### config.mk
export PLATFORM = sky130hd
export DESIGN_NAME = fp_div_radix2
export DESIGN_NICKNAME = d
export VERILOG_FILES = /design/src/rtl/fp_div_pkg.sv /design/src/rtl/fp_div_unpack.sv /design/src/rtl/fp_div_radix2.sv
export SDC_FILE = /design/constraint.sdc
export NUM_CORES = 1
export LEC_CHECK = 0
export ABC_AREA = 1
export ABC_CLOCK_PERIOD_IN_PS = 2500
export CAP_MARGIN = 20
export CELL_PAD_IN_SITES_DETAIL_PLACEMENT = 1
export CELL_PAD_IN_SITES_GLOBAL_PLACEMENT = 1
export CORE_MARGIN = 2
export CORE_UTILIZATION = 42
export CTS_BUF_LIST = sky130_fd_sc_hd__clkbuf_2 sky130_fd_sc_hd__clkbuf_4 sky130_fd_sc_hd__clkbuf_8
export DETAILED_ROUTE_END_ITERATION = 12
export GPL_TIMING_DRIVEN = 0
export MAX_ROUTING_LAYER = met4
export PLACE_DENSITY_LB_ADDON = 0.2
export RECOVER_POWER = 50
export SYNTH_ARGS = -nofsm -noshare
export SYNTH_HDL_FRONTEND = slang
export SYNTH_SLANG_ARGS = --single-unit
### constraint.sdc
create_clock -name clk -period 2.5 [get_ports clk]
set_input_delay 0.5 -clock clk [delete_from_list [all_inputs] [get_ports clk]]
set_output_delay 0.5 -clock clk [all_outputs]
set_load 0.01 [all_outputs]
### src/rtl/fp_div_pkg.sv
// rtl/fp_div_pkg.sv - shared FSM state type and constants for the radix-2 FP divider
package fp_div_pkg;

    typedef enum logic [1:0] {
        IDLE = 2'd0,
        ITER = 2'd1,
        NORM = 2'd2,
        DONE = 2'd3
    } state_t;

    localparam int BIAS      = 127;
    localparam int MANT_W    = 24;
    localparam int QBITS_DEF = 25;

endpackage

### src/rtl/fp_div_unpack.sv
// rtl/fp_div_unpack.sv - split a single-precision operand into sign, exponent and mantissa with hidden bit
module fp_div_unpack
    import fp_div_pkg::*;
(
    input  logic [31:0]       operand,
    output logic              sign,
    output logic [7:0]        exp,
    output logic [MANT_W-1:0] mant
);

    assign sign = operand[31];
    assign exp  = operand[30:23];
    assign mant = {1'b1, operand[22:0]};

endmodule

### src/rtl/fp_div_radix2.sv
// rtl/fp_div_radix2.sv - restoring radix-2 single-precision divider; FP_DIV_SPECIAL_EN adds zero-exponent bypass
module fp_div_radix2
    import fp_div_pkg::*;
#(
    parameter int QBITS = QBITS_DEF
) (
    input  logic        clk,
    input  logic        rst_n,
    input  logic        start,
    input  logic [31:0] A_i,
    input  logic [31:0] B_i,
    output logic        busy,
    output logic        done,
    output logic        S,
    output logic [7:0]  E,
    output logic [22:0] M,
    output logic        dz
);

    localparam int CNT_W = $clog2(QBITS + 1);

    state_t             state, state_nxt;
    logic [25:0]        rem;
    logic [MANT_W-1:0]  div;
    logic [QBITS-1:0]   quot;
    logic [CNT_W-1:0]   cnt;
    logic [7:0]         ea, eb;
    logic               sgn;

    logic               sa, sb;
    logic [7:0]         exp_a, exp_b;
    logic [MANT_W-1:0]  mant_a, mant_b;
    logic               accept;
    logic               ge;

    fp_div_unpack u_unpack_a (.operand(A_i), .sign(sa), .exp(exp_a), .mant(mant_a));
    fp_div_unpack u_unpack_b (.operand(B_i), .sign(sb), .exp(exp_b), .mant(mant_b));

    // A start coinciding with the done pulse is dropped even though busy is low.
    assign accept = (state == IDLE) && start && !done;
    assign busy   = (state != IDLE);
    assign ge     = (rem >= {2'b00, div});

`ifdef FP_DIV_SPECIAL_EN
    logic a_zero, b_zero;
    logic special;
    assign special = (exp_a == 8'd0) || (exp_b == 8'd0);
`endif

    always_ff @(posedge clk or negedge rst_n) begin
        if (!rst_n) state <= IDLE;
        else        state <= state_nxt;
    end

    always_comb begin
        state_nxt = state;
        case (state)
            IDLE: begin
                if (accept) begin
`ifdef FP_DIV_SPECIAL_EN
                    state_nxt = special ? NORM : ITER;
`else
                    state_nxt = ITER;
`endif
                end
            end
            ITER:    if (cnt == CNT_W'(QBITS - 1)) state_nxt = NORM;
            NORM:    state_nxt = DONE;
            DONE:    state_nxt = IDLE;
            default: state_nxt = IDLE;
        endcase
    end

    always_ff @(posedge clk or negedge rst_n) begin
        if (!rst_n) begin
            rem  <= '0;
            div  <= '0;
            quot <= '0;
            cnt  <= '0;
            ea   <= '0;
            eb   <= '0;
            sgn  <= 1'b0;
            done <= 1'b0;
            S    <= 1'b0;
            E    <= '0;
            M    <= '0;
        end else begin
            done <= (state == DONE);
            case (state)
                IDLE: begin
                    if (accept) begin
                        rem  <= {2'b00, mant_a};
                        div  <= mant_b;
                        quot <= '0;
                        cnt  <= '0;
                        ea   <= exp_a;
                        eb   <= exp_b;
                        sgn  <= sa ^ sb;
                    end
                end
                ITER: begin
                    quot <= {quot[QBITS-2:0], ge};
                    rem  <= (ge ? rem - {2'b00, div} : rem) << 1;
                    cnt  <= cnt + 1'b1;
                end
                NORM: begin
                    S <= sgn;
`ifdef FP_DIV_SPECIAL_EN
                    if (b_zero) begin
                        E <= 8'hFF;
                        M <= '0;
                    end else if (a_zero) begin
                        E <= 8'h00;
                        M <= '0;
                    end else
`endif
                    begin
                        // 10-bit exponent math; only the low byte is kept, so it wraps.
                        E <= 8'({2'b00, ea} - {2'b00, eb}
                                + (quot[QBITS-1] ? 10'(BIAS) : 10'(BIAS - 1)));
                        M <= quot[QBITS-1] ? quot[QBITS-2 -: 23] : quot[QBITS-3 -: 23];
                    end
                end
                default: ;
            endcase
        end
    end

`ifdef FP_DIV_SPECIAL_EN
    always_ff @(posedge clk or negedge rst_n) begin
        if (!rst_n) begin
            a_zero <= 1'b0;
            b_zero <= 1'b0;
            dz     <= 1'b0;
        end else begin
            if (accept) begin
                a_zero <= (exp_a == 8'd0);
                b_zero <= (exp_b == 8'd0);
            end
            if (state == NORM) dz <= b_zero;
        end
    end
`else
    assign dz = 1'b0;
`endif

endmodule
==> impl_results.md <==
- Outcome: finished, final reports clean
- Worst slew pin tran: 1000 ps
- Commonest cells after routing, fill and taps aside: nand2_1 (274), inv_1 (181), dfrtp_1 (132)
- Die Wd: 142 um
- Final #Nets: 1329
- Post-synthesis register bit count: 132
- Dominant synthesized flop cell: dfrtp_1
- Num CTS Buffers: 17
- Max VDD drop: 0.000583 V
- HP Start: div[23]
- Number of fill cells: 2404
- DRC: 0
- PD cells: 1500 nW/um^2
- Core ar.: 18600 sq um
- Antenna Cells: 0
- Post-synth EDFFs: 0
- Initial Util: 42.7%
- Row count: 50
- Skew-Pair Late Insertion Delay: 460 ps
- Ports: 102
- Placer Congestion: 0.973
- Netlist cell types: 37
- Fin cells: 1461
- R2r endpoint: rem[21]
- Nature of the critical path endpoint: output port
- Mapped Nets: 1205
- DRT Pass-1 Iters: 4
- Hold path endpoint: div[23]
- Area grow syn2layout: 22.2%
- H-tree levels: 4
- Post-DP HPWL: 17900 um
- P_leak: 4.87 nW
- GRT Resource Usage Total: 24.8%
- CTS root buf: clkbuf_8
- Reg-to-reg startpoint: rem[13]
- Die H: 142 um
- Vias: 7445
- CTS tree: yes
- Mean routed wirelength per cell: 15.9 um
- Die area: 20100 sq um
- Warnings from Yosys: 0
- RSZ-0062 raised after global routing: no
- Tcrit/Tclk final: 94.1%
- Slew Viols, Final: 0
- Synth Cell Area: 7960 sq um
- HP Class: flip-flop to flip-flop
- Max Fclk: 425 MHz
- Share of the yosys chip area belonging to registers: 41.5%
- Final WL: 23200 um
- Vias in the first global route: 7755
- Cells after synthesis: 1091
- Most common cell after layout, fill and taps aside: nand2_1
- Clk pin slew, worst setup/hold paths: 80 ps
- Buffers on Ports: 100
- R2R depth: 13
- Tmin final: 2350 ps
- Clock Sinks: 132
- Power Total: 14.6 mW
- Initial DRC count: 264
- Setup CP Type: flip-flop to output port
- Clock skew: 15.1 ps
- Avg Synthesized Cell Area: 7.30 sq um
- Dpl cells: 1426
- Arrival time at the worst endpoint: 1850 ps
- Slew headroom: 33.3%
- Initial antenna violation count: 0
- Maximum fanout along the worst path: 4
- Internal reg-to-reg setup slack: 170 ps
- CP Launch Type: flip-flop
- Antenna Violating Nets Remaining: 0
- WP data required: 2000 ps
- Share of layout cells above drive strength 1: 5.79%
- Total gr overflow: 0
- Maxcap violations: 0
- Final setup viols: 0
- First-pass GRT wire length: 38500 um
- Largest net degree at the start of global routing: 93
- Min-Delay Path Depth: 2
- Final Hold Vio Count: 0
- Async SR Flop Fraction: 100%
- Number of vias per cell: 5.10
- Max Buffers Root-to-Sink: 2
## per-stage QoR
stage	setup slack, ps	cell area (sq um)	hold slack (ps)	setup TNS (ps)	utilization, %
final	147	9730	464	0	52.2
after global placement	-4390	9260	439	-578390	49.7
after global routing	1.37	9730	494	0	52.2
after detailed placement	-128	9290	436	-2190	49.8
after floorplan	479	7960	204	0	-
after CTS	21.8	9700	464	0	52.0
## synth_stat cells, types with 2 or more instances
| cell | number | area share, % |
|---|---|---|
| xor2_1 | 6 | 0.66 |
| nor3_1 | 6 | 0.38 |
| nand2_2 | 2 | 0.16 |
| o22ai_1 | 25 | 2.0 |
| ha_1 | 45 | 7.1 |
| nand4_1 | 28 | 2.2 |
| a21o_1 | 3 | 0.28 |
| clkbuf_1 | 30 | 1.4 |
| buf_6 | 2 | 0.28 |
| o21bai_1 | 2 | 0.19 |
| nor2_1 | 89 | 4.2 |
| inv_1 | 181 | 8.5 |
| fa_1 | 2 | 0.50 |
| o21ai_0 | 112 | 7.0 |
| buf_1 | 2 | 0.094 |
| nand3_1 | 69 | 4.3 |
| buf_2 | 8 | 0.50 |
| nand2_1 | 274 | 13 |
| a21oi_1 | 45 | 2.8 |
| a21oi_2 | 2 | 0.22 |
| dfrtp_1 | 132 | 41 |
| clkinv_1 | 2 | 0.094 |
| xnor2_1 | 10 | 1.1 |
## cell type report
| cell class | count | area, sq um | share of cell area (%) |
|---|---|---|---|
| Multi-Input combinational cell | 732 | 3820 | 39.2 |
| Sequential cell | 132 | 3300 | 33.9 |
| Timing Repair Buffer | 106 | 1050 | 10.8 |
| Inverter | 184 | 691 | 7.10 |
| Tap cell | 234 | 293 | 3.01 |
| Clock buffer | 19 | 255 | 2.62 |
| Buffer | 42 | 194 | 1.99 |
| Clock inverter | 12 | 131 | 1.35 |
## worst max-delay path, stage by stage (launching register included)
cell	delay [ps]
dfrtp_1	420
inv_1	160
ha_2	280
inv_1	60
clkdlybuf4s50_1	480
## routing by layer
| layer | up-vias | global-route usage [%] | share of wire [%] |
|---|---|---|---|
| li1 | 3729 | - | - |
| met1 | 3558 | 30.7 | 45 |
| met2 | 132 | 42.4 | 51 |
| met3 | 26 | 3.91 | 2.7 |
| met4 | 0 | 7.05 | 1.7 |
| met5 | - | - | 0 |
## registers in the layout, indices dropped and copies added (netlist names)
signal  cells
rem        26
quot       25
div        24
M          23
E           8
ea          8
eb          8
cnt         5
state       2
S           1
done        1
sgn         1
## power by group
part / switching, mW / internal (mW)
registers: 0.484 / 2.98
logic: 5.91 / 3.41
clock network: 0.913 / 0.921
total: 7.31 / 7.31
## worst max-delay path by stage
stage	start	endpoint	slack (ps)	cells after the start
2_1_floorplan	eb[0]	E[6]	480	13
3_5_place_dp	start	div[0]	-130	7
4_1_cts	state[1]	rem[8]	20	8
5_1_grt	rem[20]	rem[21]	1	13
3_3_place_gp	rst_n	div[17]	-4390	1
6_report	state[0]	busy	150	4
## what timing repair did
item,4_1_cts,5_1_grt
hold buffers,1,0
pin swaps,1,1
resized for setup,5,17
endpoints found under the hold margin,40,0
endpoints found under the setup margin,25,63
buffers inserted,1,3
cloned,0,0
## cell families after synthesis
kind of cell / after synthesis / share of synthesized area, %
AND/OR/NAND/NOR: 474 / 25.0
buffers and inverters: 227 / 11.1
AO/OA/AOI/OAI: 194 / 13.1
flip-flops: 132 / 41.5
adder cells (fa/ha/maj): 47 / 7.57
XOR/XNOR: 16 / 1.76
other: 1 / 0.0471
(Power assumes the default switching activity.)
==> variant: new RTL, same settings <==
The option `FP_DIV_SPECIAL_EN` is turned on by a define.
--- a/src/rtl/fp_div_radix2.sv
+++ b/src/rtl/fp_div_radix2.sv
@@ -1,3 +1,5 @@
 // rtl/fp_div_radix2.sv - restoring radix-2 single-precision divider; FP_DIV_SPECIAL_EN adds zero-exponent bypass
+`define FP_DIV_SPECIAL_EN
+
 module fp_div_radix2
     import fp_div_pkg::*;
Function: changed (a bounded check fails within 4 cycles, from zero or initial values and one cycle with rst_n low).
==> variant against the original RTL <==
- the run now ends with max-capacitance violations, max-slew violations left
- power increased by 2.2%
- cell area increased by 3.3%
- sequential cell count up 3
- routed wire length grew 4.4%
- area after synthesis grew 3.2%
- via count increased by 2.9%
- setup slack worse by 0.020 ns
- register-to-register slack better by 0.02 ns
- clock power increased by 8%
- largest power group unchanged
==> variant: results (changes against the original RTL) <==
Cells and area
  – Ratio of cells with drive above 1 in the final layout: 0.06614 (+0.008271)
  – Nets: 1356 (+2.0%)
  – Comb_multi_in: 749 (+2.3%)
  – Fin cells: 1520 (+4.0%)
  – Fillers: 2482 (+3.2%)
  – Signal buf overhead: 0.1251 (-0.002415)
  – # clk buffers: 17 (-2)
  – FF/Latch Area: 3378 um2 (+2.3%)
  – Clk tree area frac: 0.04159 (+0.001856)
  – Non-clk invs: 190 (+3.3%)
  – Multi-input combinational area share: 0.3931 (+0.0009192)
  – Bufs w/o clock: 149 (+0.68%)

Clock network
  – CTS Sinks: 135 (+2.3%)
  – Max H-tree Level: 4 (unchanged)
  – Worst skew pair latency: 0.46 ns (about the same)
  – Clock Path Buffers: 2 (unchanged)

Global route
  – Met3 Use GR: 0.03232 (-0.006827)
  – Overall Global Routing Usage: 0.2539 (+0.005464)
  – Met1 Use GR: 0.2986 (-0.008711)
  – Largest net degree at the start of global routing: 71 (-24%)
  – First-pass GRT wire length: 40180 um (+4.5%)
  – Met2 GRT Util: 0.4526 (+0.02902)

STA
  – Final clock skew: 0.01307 ns (-0.002040 ns)
  – Pins Over Slew Limit: 66 (+66)
  – WHS: 0.4470 ns (-0.01693 ns)

Pwr
  – Leak pwr: 0.004886 uW (+0.24%)
  – Peak supply drop: 661.0 uV (+13%)

Synth
  – Distinct cells, synth: 38 (+2.7%)
  – Area contributors post-synth: dfrtp_1 (41%), nand2_1 (14%), inv_1 (8.5%)
  – Post-synth top cells: nand2_1 (299), inv_1 (186), dfrtp_1 (135), o21ai_0 (118), nor2_1 (63)
  – Synthesized Nets: 1230 (+2.1%)
  – Sequential share of the synthesized area: 0.4111 (-0.003684)

Run status
  – Failing checks: max-capacitance violations, max-slew violations
  – Status: finished, violations left

Route
  – WL final: 24230 um (+4.4%)
  – DR vias/cell: 5.038 (-1.1%)
  – First DRT Iteration DRCs: 247 (-6.4%)

Worst setup path
  – Worst R2R Start: rem[0]
  – Worst R2R Setup Slack: 0.19 ns (+0.02 ns)
  – R2R Path End: rem[4]
  – Worst path arrival time: 1.87 ns (+0.02 ns)

Job
  – Max Cap Viol: 1 (+1)

Placed design
  – Gp weighted congestion: 0.9109 (-6.4%)
  – Number of port buffers: 101 (+1.0%)
## variant: cell count changes in the layout (fill, tap and decap cells not counted), moves of 5 or more
cell      before  now
nand3b_1       0    6
nand4_1       28   33
nand3_1       68   52
nand2_1      274  298
nor2_1        88   63
nor2_2         1    6
nand2_2        1    6
inv_1        181  187
a21oi_1       44   51
o21ai_0      112  118
## variant: timing repair
action / CTS / global route
resized for setup: 0 / 7
endpoints found under the setup margin: 0 / 52
setup buffers: 0 / 5
## variant: cell families (layout without fill, tap and decap cells)
family | count (synthesis) | after routing | synth area share
adder cells (fa/ha/maj) | 47 | 47 | 0.07339
buffers and inverters | 232 | 371 | 0.1092
flip-flops | 135 | 135 | 0.4111
AO/OA/AOI/OAI | 206 | 206 | 0.1346
AND/OR/NAND/NOR | 478 | 478 | 0.2526
XOR/XNOR | 18 | 18 | 0.01918
## variant: through the flow
stage | setup WS, ns | TNS, ns | area (um2) | util
after floorplan | 0.5244 | 0 | 8218 | -
after global placement | -4.509 | -607.25 | 9560 | 0.4945
after detailed placement | -0.1065 | -1.093 | 9589 | 0.4960
after CTS | 0.01351 | 0 | 10010 | 0.5176
after global routing | -0.0003417 | -0.0003417 | 10050 | 0.5197
final | 0.1270 | 0 | 10050 | 0.5197
## variant: power by group
part / total (uW) / internal, uW / switching (uW)
Clock: 1980 / 929 / 1050
Combinational: 9570 / 3480 / 6090
Sequential: 3390 / 2950 / 439
Total: 14900 / 7360 / 7580
## variant: routing by layer
metal | share of wire | routed length (um)
met1 | 0.43 | 10530
met2 | 0.53 | 12760
met3 | 0.019 | 466
met4 | 0.020 | 478
met5 | 0 | 0
## variant: worst max-delay path: stages (launching register included)
cell and delay, ns:
dfrtp_1 0.39, inv_1 0.11, ha_2 0.23, inv_1 0.14, clkdlybuf4s50_1 0.56
